[config.mk]
export PLATFORM = sky130hd
export DESIGN_NAME = mul_seq32
export DESIGN_NICKNAME = d
export VERILOG_FILES = /design/src/rtl/mul_pkg.sv /design/src/rtl/fulladder32.sv /design/src/rtl/mul_seq32.sv
export SDC_FILE = /design/constraint.sdc
export NUM_CORES = 1
export LEC_CHECK = 0
export BUFFER_PORTS_ARGS = -buffer_cell sky130_fd_sc_hd__buf_2
export CORE_UTILIZATION = 50
export CTS_CLUSTER_SIZE = 20
export DETAILED_ROUTE_END_ITERATION = 8
export HOLD_SLACK_MARGIN = 0.05
export PLACE_DENSITY = 0.78
export SETUP_SLACK_MARGIN = 0.15
export SYNTH_ARGS = -nofsm -noshare
export SYNTH_HDL_FRONTEND = slang
export SYNTH_HIERARCHICAL = 1
export SYNTH_SLANG_ARGS = --single-unit
export TNS_END_PERCENT = 100
[constraint.sdc]
create_clock -name clk_i -period 4 [get_ports clk_i]
set_input_delay 0.4 -clock clk_i [delete_from_list [all_inputs] [get_ports clk_i]]
set_output_delay 0.4 -clock clk_i [all_outputs]
set_load 0.03 [all_outputs]
[src/rtl/mul_pkg.sv]
// mul_pkg: shared state encoding and sizing for the sequential multiplier.
package mul_pkg;
    typedef enum logic [1:0] {IDLE, BUSY, DONE} mul_state_t;
    localparam int MUL_ITER = 32;
    localparam int CNT_W = 5;
    localparam int PROD_W = 64;
endpackage

[src/rtl/fulladder32.sv]
// fulladder32: 32-bit adder with carry in/out, the multiplier's only datapath adder.
module fulladder32 (
    input  logic [31:0] a_i,
    input  logic [31:0] b_i,
    input  logic        carry_i,
    output logic [31:0] sum_o,
    output logic        carry_o
);
    assign {carry_o, sum_o} = {1'b0, a_i} + {1'b0, b_i} + {32'b0, carry_i};
endmodule

[src/rtl/mul_seq32.sv]
// mul_seq32: iterative 32x32->64 shift-add multiplier, one multiplier bit per cycle.
// MUL_SIGNED_EN adds signed_i: magnitudes are multiplied and the result negated in one extra cycle.
module mul_seq32
    import mul_pkg::*;
#(
    parameter int WIDTH = 32
) (
    input  logic              clk_i,
    input  logic              rst_i,
    input  logic              valid_i,
    output logic              ready_o,
    input  logic [WIDTH-1:0]  a_i,
    input  logic [WIDTH-1:0]  b_i,
`ifdef MUL_SIGNED_EN
    input  logic              signed_i,
`endif
    output logic              valid_o,
    input  logic              ready_i,
    output logic [PROD_W-1:0] prod_o,
    output logic              busy_o
);
    if (WIDTH != 32) begin : g_bad_width
        $error("mul_seq32 supports WIDTH=32 only");
    end
    mul_state_t        r_state, w_next;
    logic [WIDTH-1:0]  r_a;
    logic [PROD_W-1:0] r_p;
    logic [CNT_W-1:0]  r_cnt;
    logic              r_sign, r_neg;
    logic [WIDTH-1:0]  w_sum, w_a_in, w_b_in;
    logic              w_carry, w_sign_in, w_accept, w_shift, w_last, w_fin;
`ifdef MUL_SIGNED_EN
    assign w_a_in    = (signed_i && a_i[WIDTH-1]) ? -a_i : a_i;
    assign w_b_in    = (signed_i && b_i[WIDTH-1]) ? -b_i : b_i;
    assign w_sign_in = signed_i & (a_i[WIDTH-1] ^ b_i[WIDTH-1]);
`else
    assign w_a_in    = a_i;
    assign w_b_in    = b_i;
    assign w_sign_in = 1'b0;
`endif
    fulladder32 u_add (
        .a_i    (r_p[PROD_W-1:WIDTH]),
        .b_i    (r_p[0] ? r_a : '0),
        .carry_i(1'b0),
        .sum_o  (w_sum),
        .carry_o(w_carry)
    );
    assign w_accept = valid_i && ready_o;
    assign w_shift  = (r_state == BUSY) && !r_neg;
    assign w_last   = r_cnt == CNT_W'(MUL_ITER - 1);
    // a pending negate takes one more BUSY edge before DONE
    assign w_fin    = r_neg || (w_last && !r_sign);
    assign ready_o  = r_state == IDLE;
    assign valid_o  = r_state == DONE;
    assign busy_o   = r_state != IDLE;
    assign prod_o   = r_p;
    always_ff @(posedge clk_i) begin
        if (rst_i) r_state <= IDLE;
        else       r_state <= w_next;
    end
    always_comb begin
        w_next = r_state;
        w_next = (r_state == IDLE) ? (valid_i ? BUSY : IDLE) :
                 (r_state == BUSY) ? (w_fin ? DONE : BUSY) :
                 (ready_i ? IDLE : DONE);
    end
    always_ff @(posedge clk_i) begin
        if (rst_i) begin
            r_a    <= '0;
            r_p    <= '0;
            r_cnt  <= '0;
            r_sign <= 1'b0;
            r_neg  <= 1'b0;
        end else if (w_accept) begin
            r_a    <= w_a_in;
            r_p    <= {{WIDTH{1'b0}}, w_b_in};
            r_cnt  <= '0;
            r_sign <= w_sign_in;
            r_neg  <= 1'b0;
        end else if (w_shift) begin
            r_p    <= {w_carry, w_sum, r_p[WIDTH-1:1]};
            r_cnt  <= r_cnt + CNT_W'(1);
            r_neg  <= w_last && r_sign;
        end else if (r_state == BUSY) begin
            r_p    <= -r_p;
            r_sign <= 1'b0;
        end
    end
endmodule

==> results.md, run 1 <==
* Routed wire length at 15.5 mm
* Sum Neg Setup Slack at 0 ps
* Worst setup margin at 588 ps
* # setup viols final at 0
* Status: completed
* Distinct cells, synth at 64
* DRC viols at 0
* Via count at 5818
* Io pins at 135
* Async S/R FF share, synth at 0%
* Tcrit/Tclk final at 85.3%
* Most Crowded Layer GR: met2
* Starting DRT DRC Count at 398
* Worst slew pin tran at 888 ps
* Crit path launch: prod_o[0]$_SDFFE_PP0P_
* Worst skew pair latency at 350 ps
* Top Family by Delay on Critical Path: compound AO/OA/AOI/OAI gates
* Max_slew headroom at 40.8%
* Reg clk slew, reported paths at 70 ps
* R2R setup slack at 590 ps
* Min Clock Period, post-route at 3410 ps
* Post-synthesis sequential area ratio at 33.3%
* Overall power at 2350 uW
* Area Growth Syn to Fin at 14.6%
* Crit path to: prod_o[51]$_SDFFE_PP0P_
* Die ar. at 12800 um2
* Max cap viols at 0
* Share of the synthesized area in the top cell type at 33.3%
* Post-route cell area at 7090 um2
* Global-route wire length before repair at 25.7 mm
* I/O Buffers at 134
* Syn Std Cell Area at 6180 um2
* Wire per inst at 14.8 um
* Sw Ratio at 30.1%
* Die W at 113 um
* Reg2Reg Launch Point: prod_o[0]$_SDFFE_PP0P_
* Dominant synthesized flop cell: dfxtp_1
* CP Class: flop to flop
* Max stage delay on crit path at 450 ps
* Worst vdd ir at 0.265 mV
* Initial antenna violation count at 0
* Fin. max-slew vios at 0
* Cells after Synth at 792
* Final ANT Viol Nets at 0
* Clock power frac at 35.8%
* Startpoint types: flop
* Starting Density at 51.5%
* Comb pwr share at 16.7%
* Placed Area at 6810 um2
* Post-cts resize count at 0
* Met2 Resource Use GR at 40.9%
* Buffer and inverter count on the worst path at 1
* Fin nets at 999
* DP Worst Slack at 715 ps
* Critical path depth at 13
* Antenna diode count at 0
* Gr ovfl total at 0
* Synth warnings at 6
* Number of global-route vias before repair at 5369
* Clock skew at 9.91 ps
* Synthesized flop and latch total at 103
* Placement Rows at 40
* Post-Syn Nets at 895
* Hold Buf Count CTS at 0
* Critical path arrival at 3630 ps
* Synth top area cells: dfxtp_1 33%, nand2_1 11%, a21oi_1 11%, ha_1 6.7%, a211oi_2 5.7%
* DR pass1 iterations at 5
* Clock Tree Root: clkbuf_16
* Reg2Reg Depth at 13
* Critical path's slowest cell: fa_1
* Post-Syn Area per Cell at 7.81 um2
* Cell with the most instances after synthesis: nand2_1
* Fin. Hold Viols at 0
* HPWL reported at the end of detailed placement at 11.0 mm
* Clock Path Buffers at 2
* RePlAce Congestion at 0.934
* Core ar. at 12000 um2
* EDFF count, synth at 0
* CP Max Fanout at 19
* Net Sw Power at 708 uW
* CTS tree: yes
* Yosys top cell by area: dfxtp_1
* Share of power burned in registers at 47.5%
* Top post-synthesis cells by count: 185 x nand2_1, 134 x a21oi_1, 103 x dfxtp_1
* TritonCTS Sinks at 103
* R2R Path End: prod_o[51]$_SDFFE_PP0P_
* Worst path required time at 4220 ps
* Routing usage on met3 at 6.86%
* Largest net degree at the start of global routing at 68
* Share of cells above drive strength 1 at 22.5%
* Pwr/cell area at 332 nW/um2
* P_int at 1640 uW
* # H-tree levels at 3
* CP Capture Type: flop
* Chip height at 113 um
* GR Util met1 at 31.9%
* Min-delay worst type: input port to flop
* Num CTS Buffers at 9
* P_leak at 0.00318 uW
* GRT Total Usage at 24.9%
* RSZ-0062 raised after global routing: false
* DR vias/cell at 5.55
* Crit-path cells: buf_4 > and2_1 > fa_1 > fa_1 > a21oi_1 > o32ai_1 > o211ai_2 > a2111oi_2 > o21bai_1 > nor4bb_1 > nor3b_1 > nand2_1 > a21oi_1
* # Post-CTS Setup Buffers at 0
* Fmax achieved at 293 MHz
-- metal layers --
| layer | vias to the layer above | part of all wire [%] |
|---|---|---|
| li1 | 2955 | - |
| met1 | 2680 | 46 |
| met4 | 0 | 1.7 |
| met2 | 164 | 46 |
| met5 | - | 0 |
| met3 | 19 | 6.3 |
-- worst reg2reg max path: stages, from the launching register on --
cell and delay (ps):
dfxtp_1 310, buf_4 180, and2_1 160, fa_1 450, fa_1 430, a21oi_1 230, o32ai_1 140, o211ai_2 340
a2111oi_2 150, o21bai_1 340, nor4bb_1 320, nor3b_1 100, nand2_1 70, a21oi_1 60
-- logic make-up (layout without fill, tap and decap cells) --
family,count (synthesis),count (layout),share of synthesized area (%)
and+or+nand+nor,331,331,24.3
AOI/OAI and AO/OA,238,238,25.7
DFF,103,103,33.3
buffers and inverters,56,165,5.24
adders and majority gates,35,35,7.32
xor gates and xnor gates,27,27,3.82
other,1,1,0.0606
muxes,1,1,0.162
-- state kept, by name, summed over array words and instances (netlist names) --
name / flops
prod_o: 64
r_a: 32
r_cnt: 5
r_state: 2
-- power by group through the flow --
stage	combinational, uW	sequential [uW]	clock (uW)
global placement	388	1140	0
finish	392	1120	842
CTS	393	1120	858
global route	428	1120	900
floorplan	233	1190	0
detailed placement	391	1140	0
-- cell type report --
type,count,area [um2]
flip-flops and latches,103,2060
well taps,147,184
clock inverters,6,51.3
inverters,8,30.0
repair buffers,141,723
multi-input cells,633,3810
fillers,1160,4930
clock buffers,10,229
-- cells in the final DEF (no fill, tap or decap), types with 6 or more instances in the layout --
cell | Yosys | final
nor3_1 | 9 | 9
clkbuf_16 | 0 | 9
o21ai_0 | 13 | 13
a21o_1 | 12 | 12
nor2_1 | 56 | 56
a21oi_1 | 134 | 134
nand4_1 | 8 | 8
ha_1 | 33 | 33
buf_2 | 13 | 134
and2_1 | 33 | 33
nand2_1 | 185 | 185
xor2_1 | 16 | 16
xnor2_1 | 11 | 11
a211oi_1 | 8 | 8
nand3_1 | 6 | 6
dfxtp_1 | 103 | 103
o21ai_1 | 8 | 8
inv_1 | 7 | 7
a211oi_2 | 28 | 28
buf_4 | 6 | 7
-- metrics by stage --
stage                     hold WS, ps  util (%)  cells
after floorplan                   432         -    792
after global placement            438      56.7   1032
after detailed placement          443      56.7   1032
after CTS                         264      59.0   1048
after global routing              263      59.0   1048
final                             273      59.0   1048
-- worst min path at each step --
stage	endpoint	start	cells after the start	slack, ps
final	r_a[31]$_SDFFE_PP0P_	a_i[31]	3	270
after global routing	r_a[23]$_SDFFE_PP0P_	a_i[23]	3	260
after CTS	r_a[29]$_SDFFE_PP0P_	a_i[29]	3	260
after detailed placement	r_a[26]$_SDFFE_PP0P_	r_a[26]$_SDFFE_PP0P_	2	440
after global placement	r_a[30]$_SDFFE_PP0P_	r_a[30]$_SDFFE_PP0P_	2	440
after floorplan	r_a[0]$_SDFFE_PP0P_	r_a[0]$_SDFFE_PP0P_	2	430
Note: power is estimated with default switching activity, not from simulation.
==> run 2, diff against run 1 <==
Settings changed: MAX_ROUTING_LAYER from default to met4, RECOVER_POWER from default to 25.
==> results.md, run 2 (synthesis gave the netlist of run 1 again) <==
* Status: completed
* # Post-CTS Setup Buffers at 0
* Worst skew pair latency at 350 ps
* Critical path arrival at 3670 ps
* Starting DRT DRC Count at 409
* Max_slew headroom at 41.1%
* Largest register FFs at 64
* Comb pwr share at 16.4%
* DRC viols at 0
* Sum Neg Setup Slack at 0 ps
* Hold Buf Count CTS at 0
* Initial antenna violation count at 0
* Clock Tree Root: clkbuf_16
* Final ANT Viol Nets at 0
* Core ar. at 12000 um2
* Io pins at 135
* Share of cells above drive strength 1 at 17.9%
* CP Class: flop to flop
* DR pass1 iterations at 5
* Clock skew at 10.1 ps
* CP Max Fanout at 19
* Largest net degree at the start of global routing at 68
* Starting Density at 51.5%
* Min-delay worst type: input port to flop
* R2R setup slack at 550 ps
* GRT Total Usage at 25.7%
* Chip height at 113 um
* Routed wire length at 15.5 mm
* Fmax achieved at 290 MHz
* Via count at 5830
* Num CTS Buffers at 9
* TritonCTS Sinks at 103
* Reg2Reg Launch Point: prod_o[0]$_SDFFE_PP0P_
* CTS tree: yes
* Pwr/cell area at 333 nW/um2
* Hold_sp: a_i[31]
* Worst vdd ir at 0.250 mV
* Min Clock Period, post-route at 3450 ps
* Clock power frac at 35.9%
* Post-cts resize count at 0
* Startpoint types: flop
* Sw Ratio at 30.2%
* # setup viols final at 0
* Commonest non-fill, non-tap cell in the layout: nand2_1
* Number of global-route vias before repair at 5366
* Fin nets at 999
* Reg clk slew, reported paths at 70 ps
* Max cap viols at 0
* Net Sw Power at 707 uW
* P_leak at 0.00301 uW
* P_int at 1640 uW
* Global-route wire length before repair at 25.7 mm
* Area Growth Syn to Fin at 13.7%
* DR vias/cell at 5.56
* Worst slew pin tran at 883 ps
* Share of power burned in registers at 47.7%
* Die ar. at 12800 um2
* Die W at 113 um
* Clock Path Buffers at 2
* Fin. max-slew vios at 0
* Antenna diode count at 0
* Crit path launch: prod_o[0]$_SDFFE_PP0P_
* Fin. Hold Viols at 0
* RePlAce Congestion at 0.951
* I/O Buffers at 134
* # H-tree levels at 3
* Overall power at 2340 uW
* Worst path required time at 4220 ps
* Gr ovfl total at 0
* Commonest non-fill, non-tap cells in the layout: 185 x nand2_1, 134 x a21oi_1, 103 x dfxtp_1
* Tcrit/Tclk final at 86.3%
* Placement Rows at 40
* RSZ-0062 raised after global routing: false
* Wire per inst at 14.8 um
* CP Capture Type: flop
* HPWL reported at the end of detailed placement at 11.0 mm
* Fin util at 58.6%
-- run 2: worst paths after layout --
kind	endpoint	cells after the start
worst max-delay path	prod_o[51]$_SDFFE_PP0P_	13
worst min-delay path	r_a[31]$_SDFFE_PP0P_	3
worst max register to register	prod_o[51]$_SDFFE_PP0P_	13
worst min register to register	r_a[30]$_SDFFE_PP0P_	2
-- run 2: power by group through the flow --
stage          sequential [uW]  combinational, uW  clock [uW]
3_3_place_gp              1140                388           0
2_1_floorplan             1190                233           0
6_report                  1120                384         841
4_1_cts                   1120                393         858
3_5_place_dp              1140                391           0
5_1_grt                   1120                421         901
-- run 2: layer usage --
metal	wire length, um	global-route usage, %
met1	7150	32.5
met3	950	6.11
met2	7110	40.8
met5	0	-
met4	284	7.19
-- run 2: cell type report --
type | instances | area [um2]
Clock buffer | 10 | 229
Clock inverter | 6 | 51.3
Fill cell | 1177 | 4980
Inverter | 8 | 30.0
Multi-Input combinational cell | 633 | 3810
Sequential cell | 103 | 2060
Tap cell | 147 | 184
Timing Repair Buffer | 141 | 671
-- run 2: through the flow --
stage               setup slack, ps  hold slack, ps  cell area, um2  std cells
global route                    407             263            7030       1048
global placement                799             438            6810       1032
finish                          549             273            7030       1048
detailed placement              715             443            6810       1032
floorplan                       865             432            6180        792
CTS                             670             264            7090       1048
-- run 2: critical path, stage by stage (launching register included) --
cell       delay (ps)
dfxtp_1           310
buf_4             180
and2_1            160
fa_1              450
fa_1              430
a21oi_1           240
o32ai_1           150
o211ai_2          340
a2111oi_2         150
o21bai_1          360
nor4bb_1          320
nor3b_1           100
nand2_1            70
a21oi_1            60
==> run 3, diff against run 2 <==
Settings changed: ABC_AREA from default to 1, PLACE_DENSITY 0.78 to 0.77.
==> results.md, run 3 <==
* HPWL reported at the end of detailed placement at 13.4 mm
* Async S/R FF share, synth at 0%
* Largest register FFs at 64
* Starting DRT DRC Count at 390
* Critical path arrival at 2800 ps
* Yosys top cell by area: dfxtp_1
* Num CTS Buffers at 9
* Buffer and inverter count on the worst path at 2
* Global-route wire length before repair at 30.3 mm
* Max stage delay on crit path at 470 ps
* # H-tree levels at 3
* Largest net degree at the start of global routing at 38
* Hold Buf Count CTS at 0
* Post-Syn Nets at 1280
* Max_slew headroom at 38.9%
* Reg2Reg Depth at 17
* CP Class: flop to flop
* Pwr/cell area at 320 nW/um2
* Routed wire length at 18.2 mm
* EDFF count, synth at 0
* RePlAce Congestion at 0.940
* DR vias/cell at 4.93
* Crit-path cells: buf_4 > nand2_1 > inv_1 > fa_1 > fa_1 > nand3_1 > nand3_1 > nand2_1 > nand2_2 > nand2_1 > nand2_2 > nand2_1 > nand2_1 > nand2_1 > nand2_1 > nand2_1 > a21oi_1
* TritonCTS Sinks at 103
* Chip height at 120 um
* GRT Total Usage at 27.1%
* Reg2Reg Launch Point: prod_o[0]$_SDFFE_PP0P_
* Fmax achieved at 386 MHz
* Worst skew pair latency at 360 ps
* Top post-synthesis cells by count: 432 x nand2_1, 186 x inv_1, 113 x nor2_1
* Placed Area at 7620 um2
* Area Growth Syn to Fin at 13.6%
* Status: completed
* Synth top area cells: dfxtp_1 30%, nand2_1 23%, inv_1 10%, nand3_1 6.6%, a21oi_1 6.2%
* RSZ-0062 raised after global routing: false
* Number of global-route vias before repair at 6422
* Fillers at 1441
* Worst path required time at 4210 ps
* Footprint of the multi-input gates at 3910 um2
* Share of cells above drive strength 1 at 10.3%
* Hold path cells at 3
* Antenna diode count at 0
* Distinct cells, synth at 32
* Syn Std Cell Area at 6910 um2
* CP Capture Type: flop
* Reg clk slew, reported paths at 80 ps
* DR pass1 iterations at 5
* Dominant synthesized flop cell: dfxtp_1
* Sum Neg Setup Slack at 0 ps
* R2R setup slack at 1410 ps
* Synthesized flop and latch total at 103
* Startpoint types: flop
* Worst vdd ir at 0.229 mV
* Worst Hold Path EP: r_a[5]$_SDFFE_PP0P_
* DRC viols at 0
* Via count at 7209
* Share of the synthesized area in the top cell type at 29.9%
* Post-route cell area at 7850 um2
* Max cap viols at 0
* Clock Tree Root: clkbuf_16
* Die ar. at 14300 um2
* Min-delay worst type: input port to flop
* Cells after Synth at 1177
* Min Clock Period, post-route at 2590 ps
* CP Max Fanout at 19
* Worst slew pin tran at 915 ps
* P_leak at 0.00450 uW
* Clock skew at 11.0 ps
* Critical path's slowest cell: fa_1
* Post-synthesis sequential area ratio at 29.9%
* Fin nets at 1385
* Gr ovfl total at 0
* Final ANT Viol Nets at 0
* Top Family by Delay on Critical Path: simple AND/OR/NAND/NOR gates
* Cell with the most instances after synthesis: nand2_1
* Core ar. at 13300 um2
* Post-Syn Area per Cell at 5.87 um2
* Fin. Hold Viols at 0
* CTS tree: yes
* Post-cts resize count at 0
* Initial antenna violation count at 0
* Wire per inst at 12.5 um
* # setup viols final at 0
* R2R Path End: prod_o[59]$_SDFFE_PP0P_
* Tcrit/Tclk final at 64.7%
* Synth warnings at 6
* Clock Path Buffers at 2
* Commonest non-fill, non-tap cells in the layout: 432 x nand2_1, 186 x inv_1, 113 x nor2_1
* Io pins at 135
* Hold_sp: a_i[5]
* Commonest non-fill, non-tap cell in the layout: nand2_1
* Starting Density at 51.7%
* Placement Rows at 42
* Fin. max-slew vios at 0
* # Post-CTS Setup Buffers at 0
* Critical Path Most Common Cell: nand2_1
* I/O Buffers at 134
* Die W at 120 um
* Register Area at 2060 um2
[run 3: logic make-up after synthesis]
group / Yosys count / share of synthesized area, %
compound gates: 124 / 9.15
xor+xnor: 16 / 2.03
fa+ha+maj: 35 / 6.56
buf+inv: 236 / 13.6
flops: 103 / 29.9
other cells: 1 / 0.0543
simple gates: 662 / 38.8
[run 3: layer usage]
metal	up-vias	track usage, %	routed length (um)
met1	3200	34.6	8400
met3	16	5.75	1140
met2	199	43.1	8410
li1	3794	-	-
met4	0	7.66	258
met5	-	-	0
[run 3: worst max path at each step]
| stage | slack, ps | end | from | cells past startpoint |
|---|---|---|---|---|
| 2_1_floorplan | 1370 | prod_o[59]$_SDFFE_PP0P_ | prod_o[0]$_SDFFE_PP0P_ | 18 |
| 3_5_place_dp | 1420 | prod_o[41]$_SDFFE_PP0P_ | rst_i | 5 |
| 5_1_grt | 1250 | prod_o[59]$_SDFFE_PP0P_ | prod_o[0]$_SDFFE_PP0P_ | 17 |
| 3_3_place_gp | 1490 | prod_o[52]$_SDFFE_PP0P_ | rst_i | 5 |
| 6_report | 1410 | prod_o[59]$_SDFFE_PP0P_ | prod_o[0]$_SDFFE_PP0P_ | 17 |
| 4_1_cts | 1420 | prod_o[59]$_SDFFE_PP0P_ | prod_o[0]$_SDFFE_PP0P_ | 17 |
[run 3: final cells by class]
| class | instances | area share [%] |
|---|---|---|
| well taps | 176 | 2.81 |
| clock buffers | 9 | 2.87 |
| multi-input cells | 838 | 49.8 |
| repair buffers | 142 | 8.64 |
| clock inverters | 6 | 0.638 |
| flip-flops and latches | 103 | 26.3 |
| inverters | 188 | 8.99 |
[run 3: power by group]
group	switching [uW]	total, uW	internal, uW	leakage (uW)
clock	421	849	428	0.000129
combinational	363	513	151	0.00352
sequential	52.0	1150	1100	0.000844
[run 3: stage by stage]
stage	power [uW]	hold slack (ps)	instances	worst slack, ps	utilization, %
2_1_floorplan	1550	448	1177	1370	-
3_3_place_gp	1690	461	1447	1490	57.1
3_5_place_dp	1700	468	1447	1420	57.1
4_1_cts	2540	289	1462	1420	59.2
5_1_grt	2660	299	1462	1250	58.8
6_report	2510	289	1462	1410	58.8
[run 3: worst min-delay path, cell delays in order]
cell	delay, ps
buf_2	70
o21ai_0	70
nor2_1	70
